## src/rtl/clkdiv_pkg.sv

```systemverilog
// Shared types and constants for the clkdiv_sched multi-channel clock-enable divider.
package clkdiv_pkg;

    typedef enum logic {
        CH_IDLE = 1'b0,
        CH_RUN  = 1'b1
    } ch_state_e;

    localparam int CW_MAX  = 16;
    localparam int DIV_MIN = 2;

    typedef struct packed {
        logic [CW_MAX-1:0] pdiv;
        logic              pen;
        logic              pcasc;
    } pend_t;

    // Ratios below DIV_MIN have no meaningful square wave, so they are raised to DIV_MIN.
    function automatic logic [CW_MAX-1:0] clamp_div(input logic [CW_MAX-1:0] d);
        return (d < CW_MAX'(DIV_MIN)) ? CW_MAX'(DIV_MIN) : d;
    endfunction

endpackage

```

## src/rtl/clkdiv_sched_if.sv

```systemverilog
// Run-time configuration port of clkdiv_sched: one valid/ready request per channel write.
interface clkdiv_sched_if #(
    parameter int NCH = 2,
    parameter int CW  = 8
);
    localparam int CHW = (NCH > 1) ? $clog2(NCH) : 1;

    logic           cfg_valid;
    logic           cfg_ready;
    logic [CHW-1:0] cfg_ch;
    logic [CW-1:0]  cfg_div;
    logic           cfg_en;
    logic           cfg_casc;

    modport master (
        output cfg_valid, cfg_ch, cfg_div, cfg_en, cfg_casc,
        input  cfg_ready
    );

    modport slave (
        input  cfg_valid, cfg_ch, cfg_div, cfg_en, cfg_casc,
        output cfg_ready
    );
endinterface

```

## src/rtl/clkdiv_chan.sv

```systemverilog
// One divider channel: period counter, IDLE/RUN state, and a single-entry pending
// config slot that is only applied at the end of a period.
module clkdiv_chan
    import clkdiv_pkg::*;
#(
    parameter int CW      = 8,
    parameter bit CASC_OK = 1'b1
) (
    input  logic          clk,
    input  logic          rst,
    input  logic          acc_i,
    input  logic [CW-1:0] div_i,
    input  logic          en_i,
    input  logic          casc_i,
    input  logic          up_tick_i,
    output logic          pv_o,
    output logic          tick_o,
    output logic          div_o,
    output logic          active_o
);
    ch_state_e     state_q, state_d;
    logic [CW-1:0] cnt_q, cnt_d;
    logic [CW-1:0] div_q, div_d;
    logic          casc_q, casc_d;
    logic          pv_q, pv_d;
    pend_t         pend_q, pend_d;

    logic          adv;
    logic          last;
    logic [CW:0]   half;
    logic [CW-1:0] new_div;
    logic          new_casc;

    assign new_div  = CW'(clamp_div(CW_MAX'(div_i)));
    assign new_casc = CASC_OK & casc_i;

    assign adv  = casc_q ? up_tick_i : 1'b1;
    assign last = (cnt_q == div_q - CW'(1));
    // ceil(D/2) computed one bit wider so D = 2^CW-1 does not overflow.
    assign half = ({1'b0, div_q} + (CW+1)'(1)) >> 1;

    assign tick_o   = (state_q == CH_RUN) && adv && last;
    assign div_o    = (state_q == CH_RUN) && ({1'b0, cnt_q} < half);
    assign active_o = (state_q == CH_RUN);
    assign pv_o     = pv_q;

    always_comb begin
        state_d = state_q;
        cnt_d   = cnt_q;
        div_d   = div_q;
        casc_d  = casc_q;
        pv_d    = pv_q;
        pend_d  = pend_q;
        case (state_q)
            CH_IDLE: begin
                if (acc_i && en_i) begin
                    state_d = CH_RUN;
                    cnt_d   = '0;
                    div_d   = new_div;
                    casc_d  = new_casc;
                end
            end
            CH_RUN: begin
                if (adv && last) begin
                    cnt_d = '0;
                    if (pv_q) begin
                        pv_d = 1'b0;
                        if (pend_q.pen) begin
                            div_d  = CW'(pend_q.pdiv);
                            casc_d = pend_q.pcasc;
                        end else begin
                            state_d = CH_IDLE;
                        end
                    end
                end else if (adv) begin
                    cnt_d = cnt_q + CW'(1);
                end
                // Acceptance only happens with pv_q low, so a same-cycle wrap leaves it for the next period.
                if (acc_i) begin
                    pv_d   = 1'b1;
                    pend_d = '{pdiv: CW_MAX'(new_div), pen: en_i, pcasc: new_casc};
                end
            end
            default: state_d = CH_IDLE;
        endcase
    end

    always_ff @(posedge clk or posedge rst) begin
        if (rst) begin
            state_q <= CH_IDLE;
            cnt_q   <= '0;
            div_q   <= CW'(DIV_MIN);
            casc_q  <= 1'b0;
            pv_q    <= 1'b0;
            pend_q  <= '0;
        end else begin
            state_q <= state_d;
            cnt_q   <= cnt_d;
            div_q   <= div_d;
            casc_q  <= casc_d;
            pv_q    <= pv_d;
            pend_q  <= pend_d;
        end
    end

endmodule

```

## src/rtl/clkdiv_sched.sv

```systemverilog
// Multi-channel clock-enable divider: NCH channels with optional tick cascading
// and a shared valid/ready configuration port.
module clkdiv_sched
    import clkdiv_pkg::*;
#(
    parameter int NCH = 2,
    parameter int CW  = 8
) (
    input  logic            clk,
    input  logic            rst,
    clkdiv_sched_if.slave   cfg,
    output logic [NCH-1:0]  tick_o,
    output logic [NCH-1:0]  div_o,
    output logic [NCH-1:0]  active_o
);
    localparam int CHW   = (NCH > 1) ? $clog2(NCH) : 1;
    localparam int NSLOT = 1 << CHW;

    logic [NCH-1:0]   pv;
    logic [NSLOT-1:0] free;
    logic             accept;

    // Channel numbers with no channel behind them are always free, so such writes are swallowed.
    always_comb begin
        free          = '1;
        free[NCH-1:0] = ~pv;
    end

    assign cfg.cfg_ready = free[cfg.cfg_ch];
    assign accept        = cfg.cfg_valid & cfg.cfg_ready;

    for (genvar k = 0; k < NCH; k++) begin : g_ch
        logic tick_w;
        logic up_tick;

        if (k == 0) begin : g_first
            assign up_tick = 1'b0;
        end else begin : g_rest
            assign up_tick = g_ch[k-1].tick_w;
        end

        clkdiv_chan #(
            .CW      (CW),
            .CASC_OK (k > 0)
        ) u_chan (
            .clk       (clk),
            .rst       (rst),
            .acc_i     (accept && (cfg.cfg_ch == CHW'(k))),
            .div_i     (cfg.cfg_div),
            .en_i      (cfg.cfg_en),
            .casc_i    (cfg.cfg_casc),
            .up_tick_i (up_tick),
            .pv_o      (pv[k]),
            .tick_o    (tick_w),
            .div_o     (div_o[k]),
            .active_o  (active_o[k])
        );

        assign tick_o[k] = tick_w;
    end

endmodule

```

## src/flat_wrapper.sv

```systemverilog
// flat-port wrapper written by rule: the top's interface ports become plain ports
module clkdiv_sched_flat import clkdiv_pkg::*;
#(
    parameter int NCH = 2,
    parameter int CW  = 8
)
  (clk, rst, tick_o, div_o, active_o, cfg_cfg_valid, cfg_cfg_ch, cfg_cfg_div, cfg_cfg_en, cfg_cfg_casc, cfg_cfg_ready);
  clkdiv_sched_if #(.NCH(NCH), .CW(CW)) cfg_i ();
  input  logic clk;
  input  logic rst;
  output logic [NCH-1:0] tick_o;
  output logic [NCH-1:0] div_o;
  output logic [NCH-1:0] active_o;
  input wire logic [$bits(cfg_i.cfg_valid)-1:0] cfg_cfg_valid;
  input wire logic [$bits(cfg_i.cfg_ch)-1:0] cfg_cfg_ch;
  input wire logic [$bits(cfg_i.cfg_div)-1:0] cfg_cfg_div;
  input wire logic [$bits(cfg_i.cfg_en)-1:0] cfg_cfg_en;
  input wire logic [$bits(cfg_i.cfg_casc)-1:0] cfg_cfg_casc;
  output wire logic [$bits(cfg_i.cfg_ready)-1:0] cfg_cfg_ready;
  assign cfg_i.cfg_valid = cfg_cfg_valid;
  assign cfg_i.cfg_ch = cfg_cfg_ch;
  assign cfg_i.cfg_div = cfg_cfg_div;
  assign cfg_i.cfg_en = cfg_cfg_en;
  assign cfg_i.cfg_casc = cfg_cfg_casc;
  assign cfg_cfg_ready = cfg_i.cfg_ready;
  clkdiv_sched #(.NCH(NCH), .CW(CW)) u_core (.clk(clk), .rst(rst), .cfg(cfg_i), .tick_o(tick_o), .div_o(div_o), .active_o(active_o));
endmodule
```

## config.mk

```make
export PLATFORM = sky130hd
export DESIGN_NAME = clkdiv_sched_flat
export DESIGN_NICKNAME = d
export VERILOG_FILES = /design/src/rtl/clkdiv_pkg.sv /design/src/rtl/clkdiv_sched_if.sv /design/src/rtl/clkdiv_chan.sv /design/src/rtl/clkdiv_sched.sv /design/src/flat_wrapper.sv
export SDC_FILE = /design/constraint.sdc
export NUM_CORES = 1
export LEC_CHECK = 0
export CORE_MARGIN = 10
export CORE_UTILIZATION = 35
export CTS_CLUSTER_SIZE = 12
export DETAILED_ROUTE_END_ITERATION = 10
export DONT_BUFFER_PORTS = 1
export PLACE_DENSITY = 0.59
export SYNTH_ARGS = -nofsm -noshare
export SYNTH_HDL_FRONTEND = slang
export SYNTH_SLANG_ARGS = --single-unit
```

## constraint.sdc

```tcl
create_clock -name clk -period 6.9 [get_ports clk]
set_input_delay 2.07 -clock clk [delete_from_list [all_inputs] [get_ports clk]]
set_output_delay 2.07 -clock clk [all_outputs]
set_load 0.005 [all_outputs]
```

Yosys cells after proc, flatten, opt, wreduce, memory -nomap -nowiden
Index checks and enable logic that the tools add are counted.
{"block": "word_totals", "romBits": 0, "n_memories": 0, "ramBits": 0, "elab_cells": 111, "latchBits": 0, "regBits": 57, "inputBits": 14, "out_inout_bits": 7}
{"block": "op_classes", "n_lt_le_gt_ge": 4, "n_shift": 0, "multipliers": 0, "n_bitwise": 5, "eq_ne": 12, "div": 0, "n_reduce_logical": 22, "add_sub_neg": 6, "n_mux": 47}
{"cell": "$mux W8", "count": 15}
{"cell": "$pmux W8 S2", "count": 4}
{"cell": "$mux W1", "count": 24}
{"cell": "$add A8 B1 Y9 const B", "count": 2}
{"cell": "$add A8 B1 Y8 const B", "count": 2}
{"cell": "$eq A8 B8 Y1", "count": 2}
{"cell": "$lt A8 B8 Y1", "count": 2}
{"cell": "$sub A8 B1 Y8 const B", "count": 2}
{"cell": "$logic_and A1 B1 Y1", "count": 12}
{"cell": "$ne A2 B1 Y1 const B", "count": 6}
{"cell": "$reduce_and A2 Y1", "count": 6}
{"cell": "$lt A8 B2 Y1 const B", "count": 1}
{"cell": "$pmux W1 S2", "count": 4}
{"cell": "$reduce_and A4 Y1", "count": 2}
{"cell": "$ne A2 B2 Y1 const B", "count": 2}
{"cell": "$reduce_bool A2 Y1", "count": 2}
{"cell": "$ne A3 B1 Y1 const B", "count": 1}
{"cell": "$ne A3 B2 Y1 const B", "count": 1}
{"cell": "$not A1 Y1", "count": 3}
{"cell": "$lt A1 B2 Y1 const B", "count": 1}
{"cell": "$not A2 Y2", "count": 1}
{"cell": "$and A1 B1 Y1", "count": 1}

Longest topological paths before layout
Gate-level depths: netlist of run 1.
{"block": "depth", "depth_word": 8, "mapped_depth": 11, "depth_no_buf": 9}

Cells and area by module
Synthesis of run 1 repeated with hierarchy kept, for this count alone.
{"block": "unflattened", "cells_unflattened": 400, "hier_area_um2": 3852.4}
{"module": "clkdiv_chan at u_core.g_ch[1].u_chan", "seq_area_each_um2": 726.9, "instances": 1, "cells_each": 199, "area_each_um2": 1940.6}
{"module": "clkdiv_chan at u_core.g_ch[0].u_chan", "seq_area_each_um2": 676.9, "instances": 1, "cells_each": 195, "area_each_um2": 1866.8}
{"module": "clkdiv_sched", "seq_area_each_um2": 0.0, "instances": 1, "cells_each": 6, "area_each_um2": 45.0}

Worst setup path after synthesis of run 1
No wires, ideal clock.
{"block": "synth_timing", "path_kind": "register to output", "start": "register u_core.g_ch[0].u_chan.div_q[0]", "end": "output port tick_o[1]", "path_slack_ns": 2.556, "n_path_buf": 2, "required_ns": 4.830, "t_arrival_ns": 2.274, "stages_incl_launch_ff": 11, "path_cell_list": "dfrtp_1 -> clkbuf_1 -> inv_1 -> ha_1 -> nor2b_1 -> or3_1 -> a31oi_1 -> and4_4 -> a21boi_4 -> nor3_1 -> buf_4"}
{"block": "synth_between", "elab_chain_len": 6}
{"element": "start: declaration", "line": "clkdiv_chan.sv:23", "text": "logic [CW-1:0] div_q, div_d;"}
{"element": "start signal: assignment", "line": "clkdiv_chan.sv:92", "text": "div_q <= CW'(DIV_MIN);"}
{"element": "start signal: assignment", "line": "clkdiv_chan.sv:99", "text": "div_q <= div_d;"}
{"element": "$sub A8 B1 Y8", "line": "clkdiv_chan.sv:38", "text": "assign last = (cnt_q == div_q - CW'(1));"}
{"element": "$eq A8 B8 Y1", "line": "clkdiv_chan.sv:38"}
{"element": "$logic_and A1 B1 Y1", "line": "clkdiv_chan.sv:42", "text": "assign tick_o = (state_q == CH_RUN) && adv && last;"}
{"element": "$mux W1", "line": "clkdiv_chan.sv:37", "text": "assign adv = casc_q ? up_tick_i : 1'b1;"}
{"element": "$logic_and A1 B1 Y1 (2 in a row)", "line": "clkdiv_chan.sv:42"}
{"element": "end: declaration", "line": "flat_wrapper.sv:11", "text": "output logic [NCH-1:0] tick_o;"}
No other way between the ends.

Final worst setup path of run 1
{"block": "layout_timing", "start": "register u_core.g_ch[0].u_chan.div_q[1]", "end": "output port tick_o[1]"}
The elaborated chain is that of the path after synthesis.

==> summary.md, run 1 <==
| Metric | Value |
|---|---|
| Area Overhead vs Synth | 4.489% |
| Status | complete, no violations |
| Max frequency | 210.3 MHz |
| I/O Buffers | 0 |
| Final Hold Viols | 0 |
| Die width | 126.0 um |
| CTS buffer count | 5 |
| Clock Latency Late Sink | 0.29 ns |
| Number of placement rows | 38 |
| Post-synthesis mux area share | 0.1181 |
| Maximum VDD drop | 114.5 uV |
| Syn_area_per_cell | 9.801 um2 |
| Drt first pass iters | 4 |
| Most common cell in the netlist | dfrtp_1 |
| Initial antenna violation count | 0 |
| Final WL | 8.275 mm |
| HPWL after detailed placement | 6.155 mm |
| ANT cells | 0 |
| Slew @ Worst Pin | 0.7472 ns |
| Antenna-violating nets left | 0 |
| Finish-stage setup viols | 0 |
| Vias | 2802 |
| Die Height | 126.0 um |
| CP max stage cell | dfstp_2 |
| Starting DRC count in detailed routing | 139 |
| Layout cells sized above 1 | 0.1432 |
| Hold Buf Count CTS | 0 |
| Delay-heaviest family, CP | simple AND/OR/NAND/NOR gates |
| Mapped Cells | 401 |
| Tmin final | 4.754 ns |
| Crit path DAT | 2.68 ns |
| DR WL/cell | 15.79 um |
| Top post-synthesis cells by area | dfrtp_1, mux2_2, ha_1, xnor2_1, nand2_1 |
| Xor and xnor area share after synthesis | 0.06909 |
| Mapped cell area | 0.003930 mm2 |
| Root Buffer | clkbuf_16 |
| Largest family of logic cells by synthesized area | simple AND/OR/NAND/NOR gates |
| Post-layout util | 0.3755 |
| Cell leakage power | 1.815 nW |
| PwrDens | 254.4 mW/mm2 |
| Total track usage | 0.1019 |
| CP Capture Type | output pin |
| Post-synthesis compound-gate area fraction | 0.1487 |
| Slew Limit Fails | 0 |
| Post-CTS Setup Repair Bufs | 0 |
| Yosys top cell area share | 0.3438 |
| Initial Util | 0.3594 |
| Crit-path cells | inv_1 > ha_1 > nor2b_1 > or3_1 > a31oi_1 > and4_4 > a21boi_4 > nor3_1 |
| Period utilization | 0.6890 |
| Number of global-route vias before repair | 2662 |
| Placeable core region | 0.01094 mm2 |
| Worst-path fanout max | 7 |
| Die area | 0.01587 mm2 |
| Largest net degree at the start of global routing | 57 |
| Ys Warns | 0 |
| WP data required | 4.83 ns |
| Largest area contributor in the netlist | dfrtp_1 |
| Clock Path Buffers | 2 |
| Buf+Inv Stages, Crit Path | 1 |
| Layout Skew | 0.005458 ns |
| Post-CTS sizing | 0 |
| Setup TNS | 0 ns |
| Top_reg_cell synth | dfrtp_1 |
| Global-route wire length before repair | 13.93 mm |
| CTS tree | yes |
| I/O pins | 21 |
| Post-Synth Adder-Cell Area | 0.06367 |
| Clock-pin slew on the worst setup and hold paths | 0.07 ns |
| Sink Count | 56 |
| Slew HR | 0.5000 |
| Worst Hold Class | reg2reg |
| GRT overflow | 0 |
| Seq cells post-synth | 56 |
| Vias per inst | 5.347 |
| # fillers | 1086 |
| Top cells by count, synth | dfrtp_1, nand2_1, mux2_2, ha_1, xnor2_1 |
| Max cap viols | 0 |
| Delay of the slowest cell on the worst path | 0.60 ns |
| Synth Area in Simple Gates | 0.1831 |
| Placer congestion estimate | 0.7946 |
| Synth unique cells | 64 |
| Post-synth EDFFs | 0 |
| Syn nets | 435 |
| Ys async rst share | 1.000 |
| RSZ-0062 raised after global routing | false |
| Total Nets Final | 417 |
| Seq/Total Area, Yosys | 0.3572 |
| Crit Path Class | reg2out |
| Residual DRC | 0 |
| CP startpoint kind | flip-flop |
| Max H-tree Level | 2 |
==> routing by layer <==
metal  part of all wire  global-route usage  up-vias
met3              0.016             0.01384        7
met5                  0                   0        -
li1                   -                   -     1396
met1               0.48              0.1349     1375
met2               0.49              0.1713       24
met4             0.0082             0.02277        0
==> final timing paths <==
check / startpoint / end / slack (ns) / depth (start not counted)
worst max-delay path: u_core.g_ch[0].u_chan.div_q[1] / tick_o[1] / 2.15 / 8
worst min-delay path: u_core.g_ch[0].u_chan.pend_q[6] / u_core.g_ch[0].u_chan.pend_q[6] / 0.47 / 2
max in group asynchronous: rst / u_core.g_ch[0].u_chan.pend_q[8] / 4.55 / 2
worst max register to register: u_core.g_ch[0].u_chan.div_q[1] / u_core.g_ch[1].u_chan.casc_q / 3.95 / 9
worst min register to register: u_core.g_ch[0].u_chan.pend_q[6] / u_core.g_ch[0].u_chan.pend_q[6] / 0.47 / 2
min in group asynchronous: rst / u_core.g_ch[0].u_chan.cnt_q[6] / 1.86 / 2
==> layout make-up <==
class | count | area (um2) | share of cell area
clock buffers | 6 | 138.9 | 0.03382
clock inverters | 2 | 38.79 | 0.009445
inverters | 14 | 52.55 | 0.01280
multi-input cells | 305 | 2290 | 0.5576
flip-flops and latches | 56 | 1404 | 0.3419
well taps | 140 | 175.2 | 0.04266
repair buffers | 1 | 7.507 | 0.001828
==> power breakdown <==
| part | switching [mW] | leakage [nW] | internal, mW | total [mW] |
|---|---|---|---|---|
| Clock | 0.122 | 0.0871 | 0.182 | 0.304 |
| Sequential | 0.0900 | 0.712 | 0.371 | 0.461 |
| Combinational | 0.132 | 1.02 | 0.148 | 0.280 |
==> cells by family after synthesis <==
| group | count (synthesis) |
|---|---|
| compound gates | 83 |
| xor+xnor | 31 |
| mux | 41 |
| buf+inv | 40 |
| simple gates | 130 |
| flops | 56 |
| fa+ha+maj | 20 |
==> state kept, by name, summed over array words and instances (netlist names) <==
register,flops
u_core.g_ch.u_chan.pend_q,19
u_core.g_ch.u_chan.casc_q,1
u_core.g_ch.u_chan.div_q,16
u_core.g_ch.u_chan.pv_o,2
u_core.g_ch.u_chan.active_o,2
u_core.g_ch.u_chan.cnt_q,16
==> cells in the final DEF, fill, tap and decap left out, types with 4 or more instances in the layout <==
| master | synthesis | final |
|---|---|---|
| nand4_1 | 7 | 7 |
| dfrtp_1 | 54 | 54 |
| nand2_1 | 41 | 41 |
| xnor2_1 | 20 | 20 |
| xor2_1 | 11 | 11 |
| o21ai_0 | 17 | 17 |
| o31ai_1 | 5 | 5 |
| a21o_1 | 12 | 12 |
| nor2_1 | 12 | 12 |
| mux2_2 | 23 | 23 |
| or3_1 | 4 | 4 |
| mux2i_1 | 13 | 13 |
| a31oi_1 | 8 | 8 |
| inv_1 | 14 | 13 |
| nor3_1 | 10 | 10 |
| clkbuf_16 | 0 | 5 |
| nand2b_1 | 7 | 7 |
| nor2b_1 | 7 | 7 |
| ha_1 | 20 | 20 |
| a21oi_1 | 12 | 12 |
| mux2_4 | 5 | 5 |
| a22o_1 | 6 | 6 |
| nand3_1 | 14 | 14 |
==> stage by stage <==
step | cell area (um2) | worst slack, ns | hold WS [ns] | instances | power, mW
2_1_floorplan | 3930 | 2.556 | 0.4401 | 401 | 0.6996
3_3_place_gp | 3929 | 2.512 | 0.4542 | 516 | 0.7400
3_5_place_dp | 3929 | 2.465 | 0.4604 | 516 | 0.7486
4_1_cts | 4106 | 2.138 | 0.4787 | 524 | 1.053
5_1_grt | 4106 | 2.025 | 0.5044 | 524 | 1.115
6_report | 4106 | 2.146 | 0.4741 | 524 | 1.045
==> worst reg2reg max path, delay by kind of cell (launching register included) <==
kind | cells | cell delay (ns)
DFF | 1 | 0.60
AOI/OAI and AO/OA | 3 | 0.68
and+or+nand+nor | 3 | 0.81
muxes | 1 | 0.37
adders and majority gates | 1 | 0.28
buffers and inverters | 1 | 0.09
No activity file was read; power rests on OpenSTA's default activity.
==> run 2, diff against run 1 <==
PLACE_DENSITY = 0.61   (was 0.59)
clock period = 4.1 ns   (was 6.9 ns; I/O delays follow)
==> run 2 against run 1 <==
  * Sequential power grew 68%
  * Clock skew shrank 0.0013 ns
  * Wire length grew 2.4%
  * Sequential share of layout area grew 0.084 points
  * Setup slack lost 1.9 ns
  * Global-route usage grew 0.63 points
  * Critical endpoint unchanged
  * Largest cell class unchanged
  * Largest power group unchanged
==> summary.md, run 2 (synthesized netlist as in run 1, its figures left out) <==
| Metric | Value |
|---|---|
| Vias per inst | 5.359 (was 5.347) |
| Worst Hold Class | reg2reg (unchanged) |
| CTS buffer count | 5 (unchanged) |
| Tmin final | 3.904 ns |
| Maximum VDD drop | 208.1 uV (was 114.5 uV) |
| Commonest cells after routing, fill and taps aside | dfrtp_1, nand2_1, mux2_2 (unchanged) |
| Top reg by flops | u_core.g_ch.u_chan.pend_q (unchanged) |
| Initial Util | 0.3594 (unchanged) |
| Internal | 1.121 mW (was 0.7012 mW) |
| Clock Latency Late Sink | 0.29 ns (about the same) |
| GRT overflow | 0 (unchanged) |
| Post-layout util | 0.3746 (was 0.3755) |
| Antenna-violating nets left | 0 (unchanged) |
| DR WL/cell | 16.11 um (was 15.79 um) |
| CTS tree | yes (unchanged) |
| Die Height | 126.0 um (unchanged) |
| Psw | 0.5826 mW (was 0.3436 mW) |
| Sink Count | 56 (unchanged) |
| Clock-pin slew on the worst setup and hold paths | 0.07 ns (about the same) |
| Multi-input logic area | 0.002290 mm2 (unchanged) |
| Max FFs per register | 19 (unchanged) |
| Number of placement rows | 38 (unchanged) |
| Pre-CTS setup slack | 0.5056 ns (was 2.465 ns) |
| Hold Buf Count CTS | 0 (unchanged) |
| Slew HR | 0.5418 (was 0.5000) |
| Cell leakage power | 1.816 nW (was 1.815 nW) |
| Number of global-route vias before repair | 2763 (was 2662) |
| Setup TNS | 0 ns (unchanged) |
| Post-CTS Setup Repair Bufs | 0 (unchanged) |
| Final WL | 8.472 mm (was 8.275 mm) |
| Post-CTS sizing | 0 (unchanged) |
| Starting DRC count in detailed routing | 172 (was 139) |
| Cells after DPL | 518 (was 516) |
| # fillers | 1116 (was 1086) |
| Reg area | 0.001404 mm2 (unchanged) |
| Dpl cell area | 0.003944 mm2 (was 0.003929 mm2) |
| Status | complete, no violations (unchanged) |
| Total Nets Final | 419 (was 417) |
| Max H-tree Level | 2 (unchanged) |
| Crit path DAT | 2.67 ns (was 2.68 ns) |
| Initial antenna violation count | 0 (unchanged) |
| Worst-path fanout max | 7 (unchanged) |
| Clock Power Share | 0.263 (was 0.291) |
| Layout cells sized above 1 | 0.1477 (was 0.1432) |
| HPWL after detailed placement | 6.341 mm (was 6.155 mm) |
| Top Registers | u_core.g_ch.u_chan.pend_q x19, u_core.g_ch.u_chan.cnt_q x16, u_core.g_ch.u_chan.div_q x16 (unchanged) |
| Die area | 0.01587 mm2 (unchanged) |
| Global-route wire length before repair | 14.63 mm (was 13.93 mm) |
| RSZ-0062 raised after global routing | false (unchanged) |
| Clock Path Buffers | 2 (unchanged) |
| Area Overhead vs Synth | 4.234% (was 4.489%) |
| Total track usage | 0.1081 (was 0.1019) |
| PnR worst setup slack | 0.1964 ns (was 2.146 ns) |
| Placeable core region | 0.01094 mm2 (unchanged) |
| Slew @ Worst Pin | 0.6847 ns (was 0.7472 ns) |
| Crit Path Class | reg2out (unchanged) |
| WP data required | 2.87 ns (was 4.83 ns) |
| Sequential Power Share | 0.454 (was 0.441) |
| Max frequency | 256.2 MHz |
| Largest net degree at the start of global routing | 34 (was 57) |
| Final Hold Viols | 0 (unchanged) |
| Finished Layout Cells | 526 (was 524) |
| Sw frac | 0.3421 (was 0.3289) |
| Residual DRC | 0 (unchanged) |
| CP Capture Type | output pin (unchanged) |
| Vias | 2819 (was 2802) |
| Die width | 126.0 um (unchanged) |
| PwrDens | 415.8 mW/mm2 (was 254.4 mW/mm2) |
| Layout Skew | 0.004195 ns (was 0.005458 ns) |
| Max cap viols | 0 (unchanged) |
| Final instance area | 0.004096 mm2 (was 0.004106 mm2) |
| Slew Limit Fails | 0 (unchanged) |
| Gate power share | 0.283 (was 0.268) |
| Period utilization | 0.9521 |
| I/O pins | 21 (unchanged) |
| Root Buffer | clkbuf_16 (unchanged) |
| Placer congestion estimate | 0.8302 (was 0.7946) |
| Commonest non-fill, non-tap cell in the layout | dfrtp_1 (unchanged) |
| Drt first pass iters | 4 (unchanged) |
| Finish-stage setup viols | 0 (unchanged) |
| I/O Buffers | 0 (unchanged) |
| ANT cells | 0 (unchanged) |
| CP startpoint kind | flip-flop (unchanged) |
==> run 2: changes by cell type in the layout (fill, tap and decap cells not counted), sizes merged <==
| cell | before | now |
|---|---|---|
| inv | 14 | 15 |
| bufinv | 1 | 0 |
| buf | 1 | 3 |
==> run 2: metal layers <==
layer / vias up / part of all wire / track usage / wire, um
met3: 7 / 0.019 / 0.02139 / 157
met1: 1387 / 0.48 / 0.1395 / 4106
met5: - / 0 / 0 / 0
li1: 1397 / - / - / -
met2: 28 / 0.49 / 0.1841 / 4132
met4: 0 / 0.0089 / 0.01875 / 75
==> run 2: path summary, 6_finish.rpt <==
path	from	to	slack (ns)	depth (start not counted)
hold reg to reg	u_core.g_ch[0].u_chan.pend_q[9]	u_core.g_ch[0].u_chan.pend_q[9]	0.47	2
setup / recovery	u_core.g_ch[0].u_chan.div_q[1]	tick_o[1]	0.20	8
min in group asynchronous	rst	u_core.g_ch[0].u_chan.cnt_q[7]	0.85	1
setup reg to reg	u_core.g_ch[0].u_chan.div_q[1]	u_core.g_ch[1].u_chan.casc_q	1.14	9
hold / removal	u_core.g_ch[0].u_chan.pend_q[9]	u_core.g_ch[0].u_chan.pend_q[9]	0.47	2
max in group asynchronous	rst	u_core.g_ch[1].u_chan.div_q[1]	2.39	2
==> run 2: critical path, stage by stage, from the launching register on <==
cell and delay (ns):
dfstp_2 0.59, inv_1 0.09, ha_1 0.27, nor2b_1 0.16
or3_1 0.36, a31oi_1 0.21, and4_4 0.30, a21boi_4 0.08
nor3_1 0.32
==> run 2: layout make-up <==
cell class,instances,share of cell area
multi-input cells,305,0.5590
repair buffers,3,0.005498
well taps,140,0.04276
clock inverters,2,0.003360
clock buffers,6,0.03390
flip-flops and latches,56,0.3427
inverters,14,0.01283
==> run 2: power groups by stage <==
stage | combinational [mW] | clock, mW | sequential (mW)
floorplan | 0.474 | 0 | 0.703
global placement | 0.465 | 0 | 0.780
detailed placement | 0.480 | 0 | 0.780
CTS | 0.486 | 0.461 | 0.771
global route | 0.550 | 0.485 | 0.790
finish | 0.482 | 0.448 | 0.773
==> run 2: stage by stage <==
| stage | hold slack, ns | power (mW) |
|---|---|---|
| after global routing | 0.5017 | 1.825 |
| after global placement | 0.4553 | 1.246 |
| after floorplan | 0.4401 | 1.177 |
| after detailed placement | 0.4624 | 1.260 |
| final | 0.4747 | 1.703 |
| after CTS | 0.4781 | 1.718 |
==> run 3, diff against run 2 <==
MAX_ROUTING_LAYER = met4   (was not set)
SLEW_MARGIN = 10   (was not set)
==> run 3 against run 2 <==
  * Register-to-register slack is essentially flat
  * Count of clock-buffer cells in the layout is the same
  * Clock skew is essentially flat
  * Fmax grew 0.31%
  * Non-clock buffer count is the same
  * Sequential cell count is the same
  * Combinational power is essentially flat
  * Sequential power is essentially flat
  * Critical path depth is the same
  * Cell area is the same
  * Via count grew 0.53%
  * Final cell count is the same
==> summary.md, run 3 (synthesized netlist as in run 1, its figures left out) <==
| Metric | Value |
|---|---|
| Placer congestion estimate | 0.8428 (was 0.8302) |
| Die Height | 126.0 um (unchanged) |
| Top reg by flops | u_core.g_ch.u_chan.pend_q (unchanged) |
| CP startpoint kind | flip-flop (unchanged) |
| Slew HR | 0.5403 (was 0.5418) |
| Status | complete, no violations (unchanged) |
| Largest net degree at the start of global routing | 34 (unchanged) |
| Max cap viols | 0 (unchanged) |
| Post-CTS Setup Repair Bufs | 0 (unchanged) |
| Slew Limit Fails | 0 (unchanged) |
| Crit Path Class | reg2out (unchanged) |
| Drt first pass iters | 4 (unchanged) |
| Clock Path Buffers | 2 (unchanged) |
| Total track usage | 0.1110 (was 0.1081) |
| I/O Buffers | 0 (unchanged) |
| Maximum VDD drop | 207.6 uV (was 208.1 uV) |
| Hold Buf Count CTS | 0 (unchanged) |
| Cells after DPL | 518 (unchanged) |
| Antenna-violating nets left | 0 (unchanged) |
| Max H-tree Level | 2 (unchanged) |
| Die area | 0.01587 mm2 (unchanged) |
| Vias | 2834 (was 2819) |
| R2R setup slack | 1.15 ns (was 1.14 ns) |
| Number of global-route vias before repair | 2749 (was 2763) |
| ANT cells | 0 (unchanged) |
| CP Capture Type | output pin (unchanged) |
| Hold Path Stages | 2 (unchanged) |
| Worst setup endpoint | tick_o[1] (unchanged) |
| Residual DRC | 0 (unchanged) |
| WP data required | 2.87 ns (about the same) |
| Finish-stage setup viols | 0 (unchanged) |
| Final instance area | 0.004096 mm2 (unchanged) |
| CP max stage cell | dfstp_2 (unchanged) |
| Total Nets Final | 419 (unchanged) |
| Sink Count | 56 (unchanged) |
| Tmin final | 3.891 ns (was 3.904 ns) |
| Global-route wire length before repair | 14.66 mm (was 14.63 mm) |
| Slew @ Worst Pin | 0.6871 ns (was 0.6847 ns) |
| Final Hold Viols | 0 (unchanged) |
| Final WL | 8.472 mm (unchanged) |
| Dpl cell area | 0.003944 mm2 (unchanged) |
| Clock Latency Late Sink | 0.29 ns (about the same) |
| Layout cells sized above 1 | 0.1477 (unchanged) |
| RR Endpoint | u_core.g_ch[1].u_chan.casc_q (unchanged) |
| DR WL/cell | 16.11 um (unchanged) |
| Multi-input logic area | 0.002290 mm2 (unchanged) |
| Starting DRC count in detailed routing | 172 (unchanged) |
| Placeable core region | 0.01094 mm2 (unchanged) |
| Worst-path fanout max | 7 (unchanged) |
| CTS tree | yes (unchanged) |
| Reg area | 0.001404 mm2 (unchanged) |
| Delay-heaviest family, CP | simple AND/OR/NAND/NOR gates (unchanged) |
| Commonest cells after routing, fill and taps aside | dfrtp_1, nand2_1, mux2_2 (unchanged) |
| Finished Layout Cells | 526 (unchanged) |
| Number of placement rows | 38 (unchanged) |
| Crit path depth | 8 (unchanged) |
| Period utilization | 0.9491 (was 0.9521) |
| Post-layout util | 0.3746 (unchanged) |
| Worst Hold Class | reg2reg (unchanged) |
| I/O pins | 21 (unchanged) |
| RSZ-0062 raised after global routing | false (unchanged) |
| Area Overhead vs Synth | 4.234% (unchanged) |
| # fillers | 1116 (unchanged) |
| Vias per inst | 5.388 (was 5.359) |
| Clock-pin slew on the worst setup and hold paths | 0.07 ns (about the same) |
| Buf+Inv Stages, Crit Path | 1 (unchanged) |
| Top Registers | u_core.g_ch.u_chan.pend_q x19, u_core.g_ch.u_chan.cnt_q x16, u_core.g_ch.u_chan.div_q x16 (unchanged) |
| Delay of the slowest cell on the worst path | 0.59 ns (about the same) |
| Max FFs per register | 19 (unchanged) |
| Commonest non-fill, non-tap cell in the layout | dfrtp_1 (unchanged) |
| Crit path DAT | 2.66 ns (was 2.67 ns) |
| Root Buffer | clkbuf_16 (unchanged) |
| CTS buffer count | 5 (unchanged) |
| HPWL after detailed placement | 6.341 mm (unchanged) |
| Post-CTS sizing | 0 (unchanged) |
| Max frequency | 257.0 MHz (was 256.2 MHz) |
| GRT overflow | 0 (unchanged) |
| Setup TNS | 0 ns (unchanged) |
| Worst R2R Path Depth | 9 (unchanged) |
| PwrDens | 415.5 mW/mm2 (was 415.8 mW/mm2) |
| Layout Skew | 0.004143 ns (was 0.004195 ns) |
| Cell leakage power | 1.816 nW (unchanged) |
| Initial Util | 0.3594 (unchanged) |
| Worst setup startpoint | u_core.g_ch[0].u_chan.div_q[1] (unchanged) |
| Crit-path cells | inv_1 > ha_1 > nor2b_1 > or3_1 > a31oi_1 > and4_4 > a21boi_4 > nor3_1 (unchanged) |
| Reg2reg start | u_core.g_ch[1].u_chan.div_q[1] (was u_core.g_ch[0].u_chan.div_q[1]) |
| Die width | 126.0 um (unchanged) |
| Initial antenna violation count | 0 (unchanged) |
-- run 3: cell counts in the layout (fill, tap and decap cells not counted) --
Identical to the previous run, type by type.
-- run 3: cell type report --
type                            instances  area share
Clock buffer                            6     0.03390
Timing Repair Buffer                    3    0.005498
Tap cell                              140     0.04276
Sequential cell                        56      0.3427
Inverter                               14     0.01283
Clock inverter                          2    0.003360
Multi-Input combinational cell        305      0.5590
-- run 3: how the worst min path moves through the flow --
stage	from	end	slack, ns
3_3_place_gp	u_core.g_ch[0].u_chan.pend_q[4]	u_core.g_ch[0].u_chan.pend_q[4]	0.46
5_1_grt	u_core.g_ch[0].u_chan.pend_q[9]	u_core.g_ch[0].u_chan.pend_q[9]	0.50
2_1_floorplan	u_core.g_ch[0].u_chan.pend_q[4]	u_core.g_ch[0].u_chan.pend_q[4]	0.44
4_1_cts	u_core.g_ch[0].u_chan.pend_q[8]	u_core.g_ch[0].u_chan.pend_q[8]	0.48
6_report	u_core.g_ch[0].u_chan.pend_q[9]	u_core.g_ch[0].u_chan.pend_q[9]	0.47
3_5_place_dp	u_core.g_ch[0].u_chan.pend_q[8]	u_core.g_ch[0].u_chan.pend_q[8]	0.46
-- run 3: layer usage --
layer | routed length [um] | global-route usage | vias up
met5 | 0 | - | -
met4 | 70 | 0.02277 | 0
met3 | 157 | 0.01678 | 7
met2 | 4177 | 0.1841 | 27
met1 | 4067 | 0.1400 | 1404
li1 | - | - | 1396
-- run 3: worst register-to-register path: cells and delay by family, from the launching register on --
family          cells  cell delay [ns]
compound gates      5             1.13
fa+ha+maj           1             0.27
buf+inv             1             0.09
flops               1             0.59
mux                 1             0.38
simple gates        1             0.39
-- run 3: stage by stage --
step	hold WS [ns]	power [mW]	worst slack [ns]
finish	0.4747	1.702	0.2085
global route	0.5017	1.823	0.03158
CTS	0.4781	1.718	0.1635
detailed placement	0.4624	1.260	0.5056
global placement	0.4553	1.246	0.5466
floorplan	0.4401	1.177	0.5961
-- run 3: where the power goes --
group | switching [mW] | internal (mW)
combinational | 0.231 | 0.251
clock | 0.202 | 0.245
sequential | 0.149 | 0.624
total | 0.582 | 1.12
